--- config.mk ---
export PLATFORM = sky130hd
export DESIGN_NAME = sprite_mover
export DESIGN_NICKNAME = d
export VERILOG_FILES = /design/src/rtl/mover_pkg.sv /design/src/rtl/mover_step.sv /design/src/rtl/sprite_mover.sv
export SDC_FILE = /design/constraint.sdc
export NUM_CORES = 1
export LEC_CHECK = 0
export CORE_ASPECT_RATIO = 1.25
export CORE_UTILIZATION = 45
export DETAILED_ROUTE_END_ITERATION = 7
export PLACE_DENSITY = 0.73
export SYNTH_ARGS = -nofsm -noshare
export SYNTH_HDL_FRONTEND = slang
export SYNTH_SLANG_ARGS = --single-unit
--- constraint.sdc ---
create_clock -name Clk -period 3.1 [get_ports Clk]
set_input_delay 0.465 -clock Clk [delete_from_list [all_inputs] [get_ports Clk]]
set_output_delay 0.465 -clock Clk [all_outputs]
set_load 0.02 [all_outputs]
--- src/rtl/mover_pkg.sv ---
// Shared types for sprite movers: motion directions and WASD keycodes.
package mover_pkg;

    typedef enum logic [2:0] {
        DIR_NONE  = 3'd0,
        DIR_LEFT  = 3'd1,
        DIR_RIGHT = 3'd2,
        DIR_UP    = 3'd3,
        DIR_DOWN  = 3'd4
    } dir_t;

    localparam logic [7:0] KEY_LEFT  = 8'h04;
    localparam logic [7:0] KEY_RIGHT = 8'h07;
    localparam logic [7:0] KEY_DOWN  = 8'h16;
    localparam logic [7:0] KEY_UP    = 8'h1A;

    // Any keycode outside the four movement keys means "no key".
    function automatic dir_t key_to_dir(input logic [7:0] key);
        case (key)
            KEY_LEFT:  return DIR_LEFT;
            KEY_RIGHT: return DIR_RIGHT;
            KEY_UP:    return DIR_UP;
            KEY_DOWN:  return DIR_DOWN;
            default:   return DIR_NONE;
        endcase
    endfunction

endpackage

--- src/rtl/mover_step.sv ---
// Candidate-position generator: one STEP along dir, border check and
// optional horizontal tunnel wrap. Purely combinational.
module mover_step
    import mover_pkg::*;
#(
    parameter int COORD_W = 10,
    parameter int SIZE    = 13,
    parameter int X_MIN   = 7,
    parameter int X_MAX   = 396,
    parameter int Y_MIN   = 7,
    parameter int Y_MAX   = 440,
    parameter int STEP    = 1,
    parameter int WRAP_X  = 0
) (
    input  logic [COORD_W-1:0] pos_x,
    input  logic [COORD_W-1:0] pos_y,
    input  dir_t               dir,
    output logic [COORD_W-1:0] cand_x,
    output logic [COORD_W-1:0] cand_y,
    output logic               legal
);

    // Two extra bits: one for sign, one for headroom above the maze.
    localparam int SW = COORD_W + 2;
    localparam logic signed [SW-1:0] S_STEP = SW'(STEP);
    localparam logic signed [SW-1:0] S_SIZE = SW'(SIZE);
    localparam logic signed [SW-1:0] S_XMIN = SW'(X_MIN);
    localparam logic signed [SW-1:0] S_XMAX = SW'(X_MAX);
    localparam logic signed [SW-1:0] S_YMIN = SW'(Y_MIN);
    localparam logic signed [SW-1:0] S_YMAX = SW'(Y_MAX);

    logic signed [SW-1:0] px, py, cx, cy;

    // Step along the axis of dir, then bound-check (or wrap) that axis.
    always_comb begin
        px    = $signed({2'b00, pos_x});
        py    = $signed({2'b00, pos_y});
        cx    = px;
        cy    = py;
        legal = 1'b0;
        case (dir)
            DIR_LEFT, DIR_RIGHT: begin
                cx = (dir == DIR_LEFT) ? px - S_STEP : px + S_STEP;
                if (cx - S_SIZE < S_XMIN) begin
                    if (WRAP_X != 0) begin
                        cx    = S_XMAX - S_SIZE;
                        legal = 1'b1;
                    end
                end else if (cx + S_SIZE > S_XMAX) begin
                    if (WRAP_X != 0) begin
                        cx    = S_XMIN + S_SIZE;
                        legal = 1'b1;
                    end
                end else begin
                    legal = 1'b1;
                end
            end
            DIR_UP, DIR_DOWN: begin
                cy    = (dir == DIR_UP) ? py - S_STEP : py + S_STEP;
                legal = (cy - S_SIZE >= S_YMIN) && (cy + S_SIZE <= S_YMAX);
            end
            default: legal = 1'b0;
        endcase
    end

    assign cand_x = cx[COORD_W-1:0];
    assign cand_y = cy[COORD_W-1:0];

endmodule

--- src/rtl/sprite_mover.sv ---
// Keyboard/AI-driven sprite mover: queued turns, frame-rate divider and
// a wall-probe req/ack handshake before every committed move.
module sprite_mover
    import mover_pkg::*;
#(
    parameter int COORD_W    = 10,
    parameter int SIZE       = 13,
    parameter int X_MIN      = 7,
    parameter int X_MAX      = 396,
    parameter int Y_MIN      = 7,
    parameter int Y_MAX      = 440,
    parameter int X_START    = 202,
    parameter int Y_START    = 253,
    parameter int STEP       = 1,
    parameter int FRAME_DIV  = 1,
    parameter int CONTINUOUS = 1,
    parameter int WRAP_X     = 0
) (
    input  logic               Clk,
    input  logic               Reset,
    input  logic               frame_tick,
    input  logic [7:0]         keycode,
    output logic               wall_req,
    output logic [COORD_W-1:0] wall_x,
    output logic [COORD_W-1:0] wall_y,
    input  logic               wall_ack,
    input  logic               wall_hit,
    output logic [COORD_W-1:0] pos_x,
    output logic [COORD_W-1:0] pos_y,
    output logic [COORD_W-1:0] size,
    output dir_t               dir,
    output dir_t               last_dir,
    output logic               moving,
    output logic               overrun
);

    typedef enum logic [1:0] {IDLE, TRY_TURN, TRY_FWD} state_t;

    localparam int DIV_W = (FRAME_DIV > 1) ? $clog2(FRAME_DIV) : 1;
    localparam logic [DIV_W-1:0] DIV_LAST = DIV_W'(FRAME_DIV - 1);

    state_t             state_q, state_d;
    logic [COORD_W-1:0] pos_x_q, pos_x_d, pos_y_q, pos_y_d;
    logic [COORD_W-1:0] wall_x_q, wall_x_d, wall_y_q, wall_y_d;
    dir_t               dir_q, dir_d, last_dir_q, last_dir_d;
    dir_t               pend_q, pend_d, try_dir_q, try_dir_d;
    logic               req_q, req_d, moving_q, moving_d, overrun_q, overrun_d;
    logic [DIV_W-1:0]   div_q, div_d;

    dir_t               key_dir, step_dir;
    logic               key_valid, slot, want_turn;
    logic [COORD_W-1:0] cand_x, cand_y;
    logic               cand_legal;

    assign key_dir   = key_to_dir(keycode);
    assign key_valid = (key_dir != DIR_NONE);
    assign want_turn = (pend_q != DIR_NONE) && (pend_q != dir_q);
    assign slot      = frame_tick && (state_q == IDLE) && (div_q == DIV_LAST);

    // The single step unit tests the turn or the forward direction.
    always_comb begin
        step_dir = dir_q;
        if (state_q == IDLE && want_turn) step_dir = pend_q;
    end

    mover_step #(
        .COORD_W(COORD_W), .SIZE(SIZE),
        .X_MIN(X_MIN), .X_MAX(X_MAX), .Y_MIN(Y_MIN), .Y_MAX(Y_MAX),
        .STEP(STEP), .WRAP_X(WRAP_X)
    ) u_step (
        .pos_x (pos_x_q),
        .pos_y (pos_y_q),
        .dir   (step_dir),
        .cand_x(cand_x),
        .cand_y(cand_y),
        .legal (cand_legal)
    );

    // Next-state: divider, move FSM and probe handshake, then key capture.
    always_comb begin
        state_d    = state_q;
        pos_x_d    = pos_x_q;
        pos_y_d    = pos_y_q;
        wall_x_d   = wall_x_q;
        wall_y_d   = wall_y_q;
        dir_d      = dir_q;
        last_dir_d = last_dir_q;
        pend_d     = pend_q;
        try_dir_d  = try_dir_q;
        req_d      = req_q;
        moving_d   = moving_q;
        overrun_d  = 1'b0;
        div_d      = div_q;

        // Ticks while a move is in flight are dropped, not queued.
        if (frame_tick) begin
            if (state_q != IDLE) overrun_d = 1'b1;
            else                 div_d = (div_q == DIV_LAST) ? '0 : div_q + DIV_W'(1);
        end

        case (state_q)
            IDLE: begin
                if (slot) begin
                    if (CONTINUOUS == 0 && !key_valid) begin
                        pend_d   = DIR_NONE;
                        dir_d    = DIR_NONE;
                        moving_d = 1'b0;
                    end else if (want_turn) begin
                        try_dir_d = pend_q;
                        if (cand_legal) begin
                            req_d    = 1'b1;
                            wall_x_d = cand_x;
                            wall_y_d = cand_y;
                            state_d  = TRY_TURN;
                        end else if (dir_q != DIR_NONE) begin
                            state_d = TRY_FWD;
                        end else begin
                            moving_d = 1'b0;
                        end
                    end else if (dir_q != DIR_NONE) begin
                        try_dir_d = dir_q;
                        if (cand_legal) begin
                            req_d    = 1'b1;
                            wall_x_d = cand_x;
                            wall_y_d = cand_y;
                            state_d  = TRY_FWD;
                        end else begin
                            moving_d = 1'b0;
                        end
                    end else begin
                        moving_d = 1'b0;
                    end
                end
            end
            TRY_TURN: begin
                if (req_q && wall_ack) begin
                    req_d = 1'b0;
                    if (!wall_hit) begin
                        pos_x_d    = wall_x_q;
                        pos_y_d    = wall_y_q;
                        dir_d      = try_dir_q;
                        last_dir_d = try_dir_q;
                        pend_d     = DIR_NONE;
                        moving_d   = 1'b1;
                        state_d    = IDLE;
                    end else if (dir_q != DIR_NONE) begin
                        state_d = TRY_FWD;
                    end else begin
                        moving_d = 1'b0;
                        state_d  = IDLE;
                    end
                end
            end
            TRY_FWD: begin
                if (!req_q) begin
                    // Entered after a failed turn: probe forward now.
                    try_dir_d = dir_q;
                    if (cand_legal) begin
                        req_d    = 1'b1;
                        wall_x_d = cand_x;
                        wall_y_d = cand_y;
                    end else begin
                        moving_d = 1'b0;
                        state_d  = IDLE;
                    end
                end else if (wall_ack) begin
                    req_d   = 1'b0;
                    state_d = IDLE;
                    if (!wall_hit) begin
                        pos_x_d    = wall_x_q;
                        pos_y_d    = wall_y_q;
                        last_dir_d = dir_q;
                        moving_d   = 1'b1;
                    end else begin
                        moving_d = 1'b0;
                    end
                end
            end
            default: state_d = IDLE;
        endcase

        // Newest key wins; it never touches the probe already in flight.
        if (key_valid) pend_d = key_dir;
    end

    // State registers; reset abandons any probe in flight.
    always_ff @(posedge Clk or negedge Reset) begin
        if (!Reset) begin
            state_q    <= IDLE;
            pos_x_q    <= COORD_W'(X_START);
            pos_y_q    <= COORD_W'(Y_START);
            wall_x_q   <= '0;
            wall_y_q   <= '0;
            dir_q      <= DIR_NONE;
            last_dir_q <= DIR_LEFT;
            pend_q     <= DIR_NONE;
            try_dir_q  <= DIR_NONE;
            req_q      <= 1'b0;
            moving_q   <= 1'b0;
            overrun_q  <= 1'b0;
            div_q      <= '0;
        end else begin
            state_q    <= state_d;
            pos_x_q    <= pos_x_d;
            pos_y_q    <= pos_y_d;
            wall_x_q   <= wall_x_d;
            wall_y_q   <= wall_y_d;
            dir_q      <= dir_d;
            last_dir_q <= last_dir_d;
            pend_q     <= pend_d;
            try_dir_q  <= try_dir_d;
            req_q      <= req_d;
            moving_q   <= moving_d;
            overrun_q  <= overrun_d;
            div_q      <= div_d;
        end
    end

    assign wall_req = req_q;
    assign wall_x   = wall_x_q;
    assign wall_y   = wall_y_q;
    assign pos_x    = pos_x_q;
    assign pos_y    = pos_y_q;
    assign size     = COORD_W'(SIZE);
    assign dir      = dir_q;
    assign last_dir = last_dir_q;
    assign moving   = moving_q;
    assign overrun  = overrun_q;

endmodule

==> results.py, run 1 <==
metrics = {
    "sta": {
        "rsz0062_at_grt": "yes",
        "fin_hold_ws_ns": 0.0939,
        "finalClockSkew_ns": 0.00564,
        "drv_slew": 0,
        "fmax_mhz": 289,
        "postLayoutSetupSlackWorst_ns": -0.360,
        "hold_violations": 0,
        "tns_ns": -6.84,
        "fin_crit_sh_pct": 112,
        "tightest_slew_ns": 0.736,
        "setup_viol_count_final": 24,
        "fin_crit_ns": 3.46,
        "relSlewSlack_pct": 50.4,
    },
    "power": {
        "ir_drop_mv": 0.370,
        "p_leak_uw": 0.00283,
        "p_per_area_nw_per_um2": 386,
    },
    "clocking": {
        "cts.sinks": 57,
        "cts_max_path_buffers": 2,
        "root_buffer": "clkbuf_16",
        "cts_buffers": 9,
        "clk_latency_ns": 0.34,
        "cts_tree": "done",
        "path_clk_slew_ns": 0.05,
        "htreeDepth": 3,
    },
    "floorplan": {
        "row_count": 39,
        "start_util_pct": 46.3,
        "die_w_um": 88.9,
        "boundaryPins": 72,
        "dieArea_um2": 9830,
        "coreArea_um2": 9170,
        "dieHeight_um": 111,
    },
    "finish": {
        "instances_no_fill": 779,
        "diodes": 0,
        "drive_gt1_share_pct": 33.1,
        "area_growth_pct": 46.8,
        "nNetsFinal": 672,
        "design_area_um2": 6230,
    },
    "run_status": {
        "outcome": "finished with violations",
        "violations": "setup timing",
    },
    "place": {
        "place_hpwl_mm": 9.27,
        "portBuffers": 61,
        "place_inst": 759,
        "gp_congestion": 0.938,
        "place_area_um2": 5690,
        "place_ws_ns": -0.475,
    },
    "grt": {
        "grt_antenna_before_repair": 0,
        "grt_pass1_vias": 4399,
        "grt_use_total_pct": 28.0,
        "grt_max_degree": 27,
        "grt_pass1_wl_mm": 21.4,
        "grt_overflow_total": 0,
    },
    "worst_setup_path": {
        "worstPathArrival_ns": 3.68,
        "start_kind": "flop",
        "reg2regPathDepth": 13,
        "r2r_end": "wall_y[7]",
        "worstSetupEndpointType": "flop",
        "required_ns": 3.32,
        "reg2reg_setup_slack_ns": -0.36,
        "r2r_start": "dir[2]",
        "crit_path_start": "dir[2]",
        "critPathMaxFanout": 8,
        "endpoint": "wall_y[7]",
        "crit_type": "reg2reg",
    },
    "drt": {
        "drt_first_iter_violations": 277,
        "drc_errors": 0,
        "wl_per_cell_um": 16.9,
        "viasPerCell": 5.66,
        "drt-total-wl_mm": 13.2,
        "vias": 4413,
        "antenna_left": 0,
        "drt_first_pass_iters": 4,
    },
    "run": {
        "cap_violations": 0,
    },
    "synthesis": {
        "synth_cell_types": 68,
        "synthCells": 500,
        "synth_edf_count": 0,
        "synth-seq-area-share_pct": 33.9,
        "async_flop_share_pct": 100,
        "synth-seq-cells": 57,
        "avgSynthCellArea_um2": 8.49,
        "ys.warnings.count": 0,
        "synthesis.area_um2": 4250,
        "synthFlopType": "dfrtp_1",
    },
    "min_path": {
        "timing.hold.worst.class": "in2async",
    },
}
## layout by cell type (no fill, tap or decap), types with 4 or more instances in the layout
master / count
and3_1: 12
o21ai_1: 8
nand3_1: 22
nand2b_1: 6
or3_1: 6
mux2_2: 19
conb_1: 10
o211ai_1: 4
clkdlybuf4s50_1: 60
xnor2_1: 20
clkbuf_16: 10
ha_1: 8
nor2_1: 30
dfrtp_1: 41
o21ai_0: 45
inv_1: 18
mux2_4: 8
buf_4: 109
o21ai_2: 6
dfrtp_2: 4
nand2_1: 42
dfstp_2: 12
xor2_1: 11
a21oi_1: 26
mux2i_1: 10
nor3_1: 19
## power by group
part	internal (µW)	switching (µW)	total, µW
Clock	698	353	1050
Sequential	772	14.9	787
Combinational	222	346	568
Total	1690	714	2410
## synth_stat cells (2+ instances only)
| library cell | number | area share [%] |
|---|---|---|
| o21ai_0 | 58 | 6.8 |
| dfrtp_1 | 45 | 27 |
| nand2_1 | 42 | 3.7 |
| nor2_1 | 30 | 2.7 |
| a21oi_1 | 27 | 3.2 |
| clkbuf_1 | 25 | 2.2 |
| nand3_1 | 22 | 2.6 |
| xnor2_1 | 21 | 4.3 |
| mux2_2 | 19 | 5.0 |
| nor3_1 | 19 | 2.2 |
| inv_1 | 18 | 1.6 |
| and3_1 | 12 | 1.8 |
| buf_4 | 12 | 2.1 |
| dfstp_2 | 12 | 7.4 |
| mux2i_1 | 12 | 2.8 |
| xor2_1 | 11 | 2.3 |
| ha_1 | 8 | 2.4 |
| mux2_4 | 8 | 2.8 |
| nand2b_1 | 6 | 0.88 |
| or3_1 | 6 | 0.88 |
| a2111oi_0 | 4 | 0.82 |
| a211oi_1 | 4 | 0.71 |
| and2_1 | 4 | 0.59 |
| nor4_1 | 4 | 0.59 |
| o2111ai_1 | 4 | 0.82 |
| o211ai_1 | 4 | 0.71 |
| or2_2 | 4 | 0.59 |
| a211o_1 | 3 | 0.62 |
| a21o_1 | 3 | 0.53 |
| buf_2 | 3 | 0.35 |
| nand4_1 | 3 | 0.44 |
| nor2b_1 | 3 | 0.44 |
| a21boi_0 | 2 | 0.35 |
| a31o_2 | 2 | 0.41 |
| and4_1 | 2 | 0.41 |
| conb_1 | 2 | 0.18 |
| o22ai_1 | 2 | 0.29 |
| o31a_1 | 2 | 0.41 |
| o31ai_1 | 2 | 0.35 |
| or4_1 | 2 | 0.35 |
## layer usage
| metal | wire length (µm) | track usage (%) | part of all wire (%) | up-vias |
|---|---|---|---|---|
| li1 | - | - | - | 2074 |
| met1 | 5330 | 34.8 | 41 | 2149 |
| met2 | 6820 | 46.1 | 52 | 152 |
| met3 | 571 | 4.93 | 4.3 | 38 |
| met4 | 438 | 12.8 | 3.3 | 0 |
| met5 | 0 | 0 | 0 | - |
## worst min path at each step
stage	end	depth (start not counted)	start
2_1_floorplan	dir[0]	0	Reset
4_1_cts	wall_y[4]	1	Reset
3_5_place_dp	wall_y[3]	1	Reset
6_report	wall_y[3]	1	Reset
3_3_place_gp	wall_y[3]	1	Reset
5_1_grt	wall_y[3]	1	Reset
## logic make-up after synthesis
kind of cell / Yosys count / share of synthesized area [%]
buffers and inverters: 61 / 6.75
flip-flops: 57 / 33.9
other: 2 / 0.177
AND/OR/NAND/NOR: 165 / 19.4
XOR/XNOR: 32 / 6.60
AO/OA/AOI/OAI: 136 / 20.1
multiplexers: 39 / 10.7
adder cells (fa/ha/maj): 8 / 2.36
## critical path: stages, from the launching register on
cell and delay (ns):
dfrtp_2 0.40, buf_4 0.15, buf_4 0.15, a32o_2 0.30
a21o_4 0.23, o21ai_2 0.19, a21oi_1 0.12, or2_2 0.32
a2111oi_2 0.40, o31ai_2 0.12, o21ba_4 0.22, or2_4 0.28
buf_12 0.16, mux2_4 0.29
## sequential cells by signal, indices dropped and copies added (netlist names)
name / cells
pos_x: 10
wall_x: 10
pend_q: 3
dir: 3
last_dir: 3
wall_y: 10
state_q: 2
pos_y: 10
overrun: 1
wall_req: 1
moving: 1
try_dir_q: 3
## metrics by stage
stage / utilization, % / power (µW)
global placement: 62.0 / 1320
floorplan: - / 1110
finish: 67.9 / 2410
global route: 67.9 / 2500
detailed placement: 62.0 / 1330
CTS: 65.9 / 2400
## final cells by class
cell class | count | area, µm²
Multi-Input combinational cell | 390 | 2760
Sequential cell | 57 | 1450
Clock buffer | 10 | 229
Clock inverter | 6 | 82.6
Fill cell | 764 | 2940
Tap cell | 123 | 154
Timing Repair Buffer | 175 | 1500
Inverter | 18 | 67.6
## repair_timing
action / 4_1_cts / 5_1_grt
pin swaps: 4 / 9
gates cloned: 0 / 2
setup endpoints to repair: 24 / 24
gates resized for setup: 12 / 42
hold buffers: 0 / 0
buffers inserted: 1 / 1
Power figures use the tool's default switching activity.
==> run 2: changes to the inputs <==
clock period = 2.9 ns   (was 3.1 ns; I/O delays follow)
==> run 2 against run 1 <==
Effect of this change:
- the run still ends with setup timing left
- sequential power is 6.7% higher
- sequential share of layout area is 0.18 points lower
- non-clock buffer count is 2 lower
- combinational power is 14% higher
- via count is 0.23% higher
- cell area is 0.86% higher
- maximum frequency is 0.37% higher
- first-iteration DRC count is 25% lower
- count of clock-buffer cells in the layout is 1 lower
- power is 13% higher
- routed wire length is 0.37% higher
- critical path type unchanged
==> results.py, run 2 (synthesis results as in run 1) <==
metrics = {
    "place": {
        "gp_congestion": 0.982,
        "place_hpwl_mm": 9.24,
        "place_inst": 757,
        "portBuffers": 61,
    },
    "power": {
        "clkPwrFrac_pct": 45.4,
        "power.total_uw": 2720,
        "power_switching_uw": 801,
        "p_leak_uw": 0.00283,
        "ir_drop_mv": 0.373,
        "p_int_uw": 1920,
        "switching_share_pct": 29.4,
        "p_per_area_nw_per_um2": 433,
        "power_frac_comb_pct": 23.7,
        "seqPwrFrac_pct": 30.9,
    },
    "grt": {
        "grt_overflow_total": 0,
        "grt_pass1_vias": 4457,
        "grt_max_degree": 33,
        "grt_pass1_wl_mm": 21.2,
        "grt_antenna_before_repair": 0,
        "global_route.usage.met1_pct": 33.5,
        "use_met2_pct": 47.6,
        "grt_busiest_layer": "met2",
        "grt_use_total_pct": 27.7,
        "use_met3_pct": 3.59,
    },
    "sta": {
        "rsz0062_at_grt": "yes",
        "finalClockSkew_ns": 0.00740,
        "hold_violations": 0,
        "relSlewSlack_pct": 53.2,
        "fmax_mhz": 290,
        "setup_viol_count_final": 24,
        "fin_crit_ns": 3.45,
        "postLayoutSetupSlackWorst_ns": -0.548,
        "fin_crit_sh_pct": 119,
        "drv_slew": 0,
        "tightest_slew_ns": 0.695,
    },
    "worst_setup_path": {
        "crit_path_start": "dir[0]",
        "required_ns": 3.12,
        "cp_slowest_cell": "or3b_4",
        "cpPeakStageDelay_ns": 0.42,
        "worstSetupEndpointType": "flop",
        "reg2reg_setup_slack_ns": -0.55,
        "start_kind": "flop",
        "worstPathArrival_ns": 3.67,
        "path_cells": "or3b_4 -> a211o_1 -> a31o_4 -> and2_4 -> mux2i_2 -> xor2_1 -> a2111oi_2 -> a21boi_2 -> o21ba_4 -> or2_4 -> buf_12 -> mux2_4",
        "critPathMaxFanout": 10,
        "crit_type": "reg2reg",
        "r2r_start": "dir[0]",
    },
    "floorplan": {
        "coreArea_um2": 9170,
        "dieHeight_um": 111,
        "row_count": 39,
        "dieArea_um2": 9830,
        "boundaryPins": 72,
        "die_w_um": 88.9,
        "start_util_pct": 46.3,
    },
    "clocking": {
        "cts_buffers": 9,
        "cts.sinks": 57,
        "cts_max_path_buffers": 2,
        "path_clk_slew_ns": 0.06,
        "root_buffer": "clkbuf_16",
        "htreeDepth": 3,
        "cts_tree": "done",
        "clk_latency_ns": 0.34,
    },
    "run_status": {
        "violations": "setup timing",
        "outcome": "finished with violations",
    },
    "finish": {
        "instances_no_fill": 777,
        "final_common_cell": "buf_4",
        "drive_gt1_share_pct": 34.3,
        "final_cell_mix": "107 x buf_4, 60 x clkdlybuf4s50_1, 45 x o21ai_0, 41 x nand2_1, 40 x dfrtp_1",
        "nNetsFinal": 670,
        "multi_input_area_um2": 2790,
        "fill_cells": 726,
        "area_growth_pct": 48.0,
        "seq_area_um2": 1450,
        "diodes": 0,
    },
    "drt": {
        "vias": 4423,
        "wl_per_cell_um": 17.0,
        "drt-total-wl_mm": 13.2,
        "viasPerCell": 5.69,
        "antenna_left": 0,
        "drt_first_iter_violations": 207,
        "drc_errors": 0,
        "drt_first_pass_iters": 5,
    },
    "min_path": {
        "timing.hold.worst.class": "in2async",
    },
    "run": {
        "cap_violations": 0,
    },
}
run 2: cell count changes in the layout (fill, tap and decap cells not counted), sizes merged:
cell,before,now
clkinvlp,1,2
bufinv,2,3
clkbuf,11,9
clkinv,3,2
dlygate4sd3,0,1
buf,114,112
run 2: timing repair:
item / CTS / global route
setup buffers: 2 / 1
pin swaps: 9 / 7
gates resized for setup: 27 / 42
endpoints found under the hold margin: 1 / 0
hold buffers: 1 / 0
setup endpoints to repair: 24 / 26
run 2: area by class of cell:
type | count | share of cell area, %
Multi-Input combinational cell | 390 | 44.4
Timing Repair Buffer | 173 | 23.6
Sequential cell | 57 | 23.0
Clock buffer | 9 | 3.58
Tap cell | 123 | 2.45
Clock inverter | 7 | 1.89
Inverter | 18 | 1.07
run 2: routing by layer:
layer | routed length, µm | part of all wire (%)
met1 | 5330 | 40
met2 | 6940 | 53
met3 | 566 | 4.3
met4 | 374 | 2.8
met5 | 0 | 0
run 2: per-stage QoR:
step / hold slack (ns) / setup TNS (ns) / util [%] / instance area, µm² / worst slack (ns)
floorplan: 0.139 / -9.11 / - / 4310 / -0.483
finish: 0.432 / -11.30 / 68.5 / 6290 / -0.548
detailed placement: 0.252 / -15.05 / 61.8 / 5670 / -0.704
CTS: 0.437 / -10.48 / 67.0 / 6140 / -0.498
global placement: 0.247 / -15.68 / 61.8 / 5670 / -0.737
global route: 0.446 / -13.70 / 68.5 / 6290 / -0.646
run 2: path summary, 6_finish.rpt:
| check | end | depth (start not counted) |
|---|---|---|
| max | wall_y[6] | 12 |
| min | wall_y[3] | 2 |
| max reg2reg | wall_y[6] | 12 |
| min reg2reg | last_dir[2] | 2 |
| max in group asynchronous | pos_x[3] | 3 |
| min in group Clk | last_dir[2] | 2 |
run 2: worst max-delay path, delay by kind of cell, from the launching register on:
kind,cells,cell delay (ns)
buf+inv,1,0.15
xor+xnor,1,0.17
flops,1,0.41
mux,2,0.45
compound gates,5,1.30
simple gates,3,0.83
run 2: power by group through the flow:
stage	Sequential, µW	Clock (µW)	Combinational, µW
after global routing	841	1280	695
after CTS	839	1250	596
after floorplan	864	0	328
after global placement	851	0	573
final	840	1240	646
after detailed placement	852	0	584
==> run 3: changes to the inputs <==
SYNTH_HIERARCHICAL = 1   (was default)
==> run 3 against run 2 <==
Effect of this change:
- the run still ends with setup timing left
- global-route usage down 3.8 points
- sequential power grew 46%
- power grew 140%
- combinational power increased to 6.9 times the previous value
- non-clock buffer count is 9 lower
- maximum frequency fell by 21%
- critical path depth grew 7
- count of clock-buffer cells in the layout grew 1
- die area is 2.7% lower
==> results.py, run 3 <==
metrics = {
    "worst_setup_path": {
        "critPathMaxFanout": 8,
        "r2r_start": "pend_q[2]",
        "required_ns": 3.13,
        "start_kind": "flop",
        "cp_slowest_cell": "dfrtp_1",
        "path_cells": "and4bb_2 -> a31oi_1 -> o21ai_1 -> a22oi_2 -> and2_4 -> mux2_2 -> and3b_2 -> nor3_2 -> a21boi_0 -> xnor2_2 -> o311a_1 -> o32a_1 -> o22ai_2 -> and3b_1 -> o21ai_1 -> nand2_1 -> a22o_1 -> o311a_2 -> mux2_4",
        "reg2reg_setup_slack_ns": -1.49,
        "crit_type": "reg2reg",
        "cpMostUsedCell": "o21ai_1",
        "cpPeakStageDelay_ns": 0.42,
        "r2r_end": "moving",
        "reg2regPathDepth": 19,
        "worstPathArrival_ns": 4.62,
        "worstSetupEndpointType": "flop",
    },
    "finish": {
        "diodes": 0,
        "final_common_cell": "buf_4",
        "area_growth_pct": 43.0,
        "drive_gt1_share_pct": 38.9,
        "final_util_pct": 67.1,
        "nNetsFinal": 599,
        "final_cell_mix": "96 x buf_4, 60 x clkdlybuf4s50_1, 43 x dfrtp_1, 35 x nand2_1",
        "design_area_um2": 5900,
        "fill_cells": 673,
    },
    "floorplan": {
        "coreArea_um2": 8800,
        "row_count": 38,
        "die_w_um": 87.7,
        "start_util_pct": 46.9,
        "dieHeight_um": 109,
        "boundaryPins": 72,
        "dieArea_um2": 9560,
    },
    "power": {
        "ir_drop_mv": 0.409,
        "p_leak_uw": 0.00268,
        "p_per_area_nw_per_um2": 1100,
        "power.total_uw": 6470,
    },
    "synthesis": {
        "synth-seq-cells": 57,
        "synth-seq-area-share_pct": 34.9,
        "synthTopCellsByArea": "dfrtp_1 27%, mux2_2 8.2%, dfstp_2 7.6%",
        "synthCells": 429,
        "synth_edf_count": 0,
        "synth_cell_types": 73,
        "synth.cells.most_frequent": "45 x dfrtp_1, 35 x nand2_1, 30 x mux2_2, 30 x o21ai_0, 27 x nor2_1",
        "synthesis.area_um2": 4130,
        "synthFlopType": "dfrtp_1",
        "yosysMostFrequentCell": "dfrtp_1",
        "async_flop_share_pct": 100,
        "synth_top_area_cell": "dfrtp_1",
        "synth_top_area_share_pct": 27.3,
        "ys.warnings.count": 6,
        "avgSynthCellArea_um2": 9.62,
    },
    "sta": {
        "rsz0062_at_grt": "yes",
        "fin_crit_sh_pct": 151,
        "fmax_mhz": 228,
        "tightest_slew_ns": 0.598,
        "finalClockSkew_ns": 0.00670,
        "fin_crit_ns": 4.39,
        "relSlewSlack_pct": 60.2,
        "hold_violations": 0,
        "drv_slew": 0,
        "postLayoutSetupSlackWorst_ns": -1.49,
        "setup_viol_count_final": 24,
    },
    "drt": {
        "antenna_left": 0,
        "drc_errors": 0,
        "drt_first_pass_iters": 4,
        "wl_per_cell_um": 15.6,
        "viasPerCell": 5.41,
        "drt-total-wl_mm": 11.0,
        "vias": 3806,
        "drt_first_iter_violations": 151,
    },
    "run_status": {
        "outcome": "finished with violations",
        "violations": "setup timing",
    },
    "grt": {
        "grt_overflow_total": 0,
        "grt_antenna_before_repair": 0,
        "grt_pass1_vias": 3739,
        "grt_pass1_wl_mm": 17.7,
        "grt_max_degree": 34,
        "grt_use_total_pct": 23.9,
    },
    "place": {
        "gp_congestion": 0.921,
        "place_area_um2": 5460,
        "portBuffers": 61,
        "place_ws_ns": -1.79,
        "place_hpwl_mm": 7.99,
    },
    "clocking": {
        "cts_max_path_buffers": 2,
        "cts.sinks": 57,
        "root_buffer": "clkbuf_8",
        "cts_tree": "done",
        "hold_buffers": 0,
        "clk_latency_ns": 0.35,
        "path_clk_slew_ns": 0.06,
        "htreeDepth": 3,
        "cts_buffers": 9,
    },
    "min_path": {
        "timing.hold.worst.class": "in2async",
    },
    "run": {
        "cap_violations": 0,
    },
}
==> run 3: changes by cell type after synthesis, moves of 11 or more <==
cell / previous run / this run
a21oi_1: 27 / 11
nand3_1: 22 / 11
clkbuf_1: 25 / 12
o21ai_0: 58 / 30
mux2_2: 19 / 30
mux2_4: 8 / 20
==> run 3: final cells by class <==
class                   count  area (µm²)  share of cell area [%]
clock inverters             6        82.6                    1.40
well taps                 120         150                    2.54
inverters                  18        67.6                    1.14
flip-flops and latches     57        1440                    24.5
clock buffers              10         128                    2.16
multi-input cells         328        2580                    43.8
repair buffers            164        1450                    24.5
==> run 3: cell families after synthesis <==
group	share of synthesized area, %
compound gates	13.8
xor+xnor	5.30
fa+ha+maj	2.43
buf+inv	7.31
flops	34.9
mux	17.6
other cells	0.182
simple gates	18.5
==> run 3: stage by stage <==
stage / hold slack, ns / instances / setup TNS, ns
after floorplan: 0.139 / 437 / -37.37
after global placement: 0.469 / 677 / -36.16
after detailed placement: 0.468 / 677 / -39.29
after CTS: 0.0877 / 701 / -32.71
after global routing: 0.119 / 703 / -38.91
final: 0.0857 / 703 / -34.93
==> run 3: what timing repair did <==
action	CTS	global route
cloned	0	1
endpoints found under the setup margin	24	24
buffers inserted	8	1
resized for setup	11	18
pin swaps	6	5
==> run 3: layer usage <==
layer	global-route usage (%)	part of all wire, %
met1	28.1	40
met2	42.1	54
met3	4.47	4.0
met4	10.4	1.9
met5	0	0
==> run 3: worst max-delay path by stage <==
stage / from / endpoint / slack (ns)
after detailed placement: pend_q[2] / moving / -1.79
final: pend_q[2] / moving / -1.49
after global routing: pend_q[2] / state_q[0] / -1.72
after global placement: pend_q[2] / moving / -1.62
after CTS: pend_q[2] / moving / -1.45
after floorplan: dir[2] / moving / -1.69
==> run 3: power breakdown <==
| group | total (µW) | internal [µW] | switching, µW | leakage [µW] |
|---|---|---|---|---|
| Sequential | 1230 | 1040 | 188 | 0.000731 |
| Combinational | 4450 | 2300 | 2150 | 0.00184 |
| Clock | 796 | 479 | 317 | 0.000106 |
| Total | 6470 | 3810 | 2660 | 0.00268 |
==> run 3: worst max-delay path: cells and delay by family (launching register included) <==
family | cells | cell delay (ns)
and+or+nand+nor | 6 | 1.35
DFF | 1 | 0.42
xor gates and xnor gates | 1 | 0.29
muxes | 2 | 0.61
AOI/OAI and AO/OA | 10 | 1.58
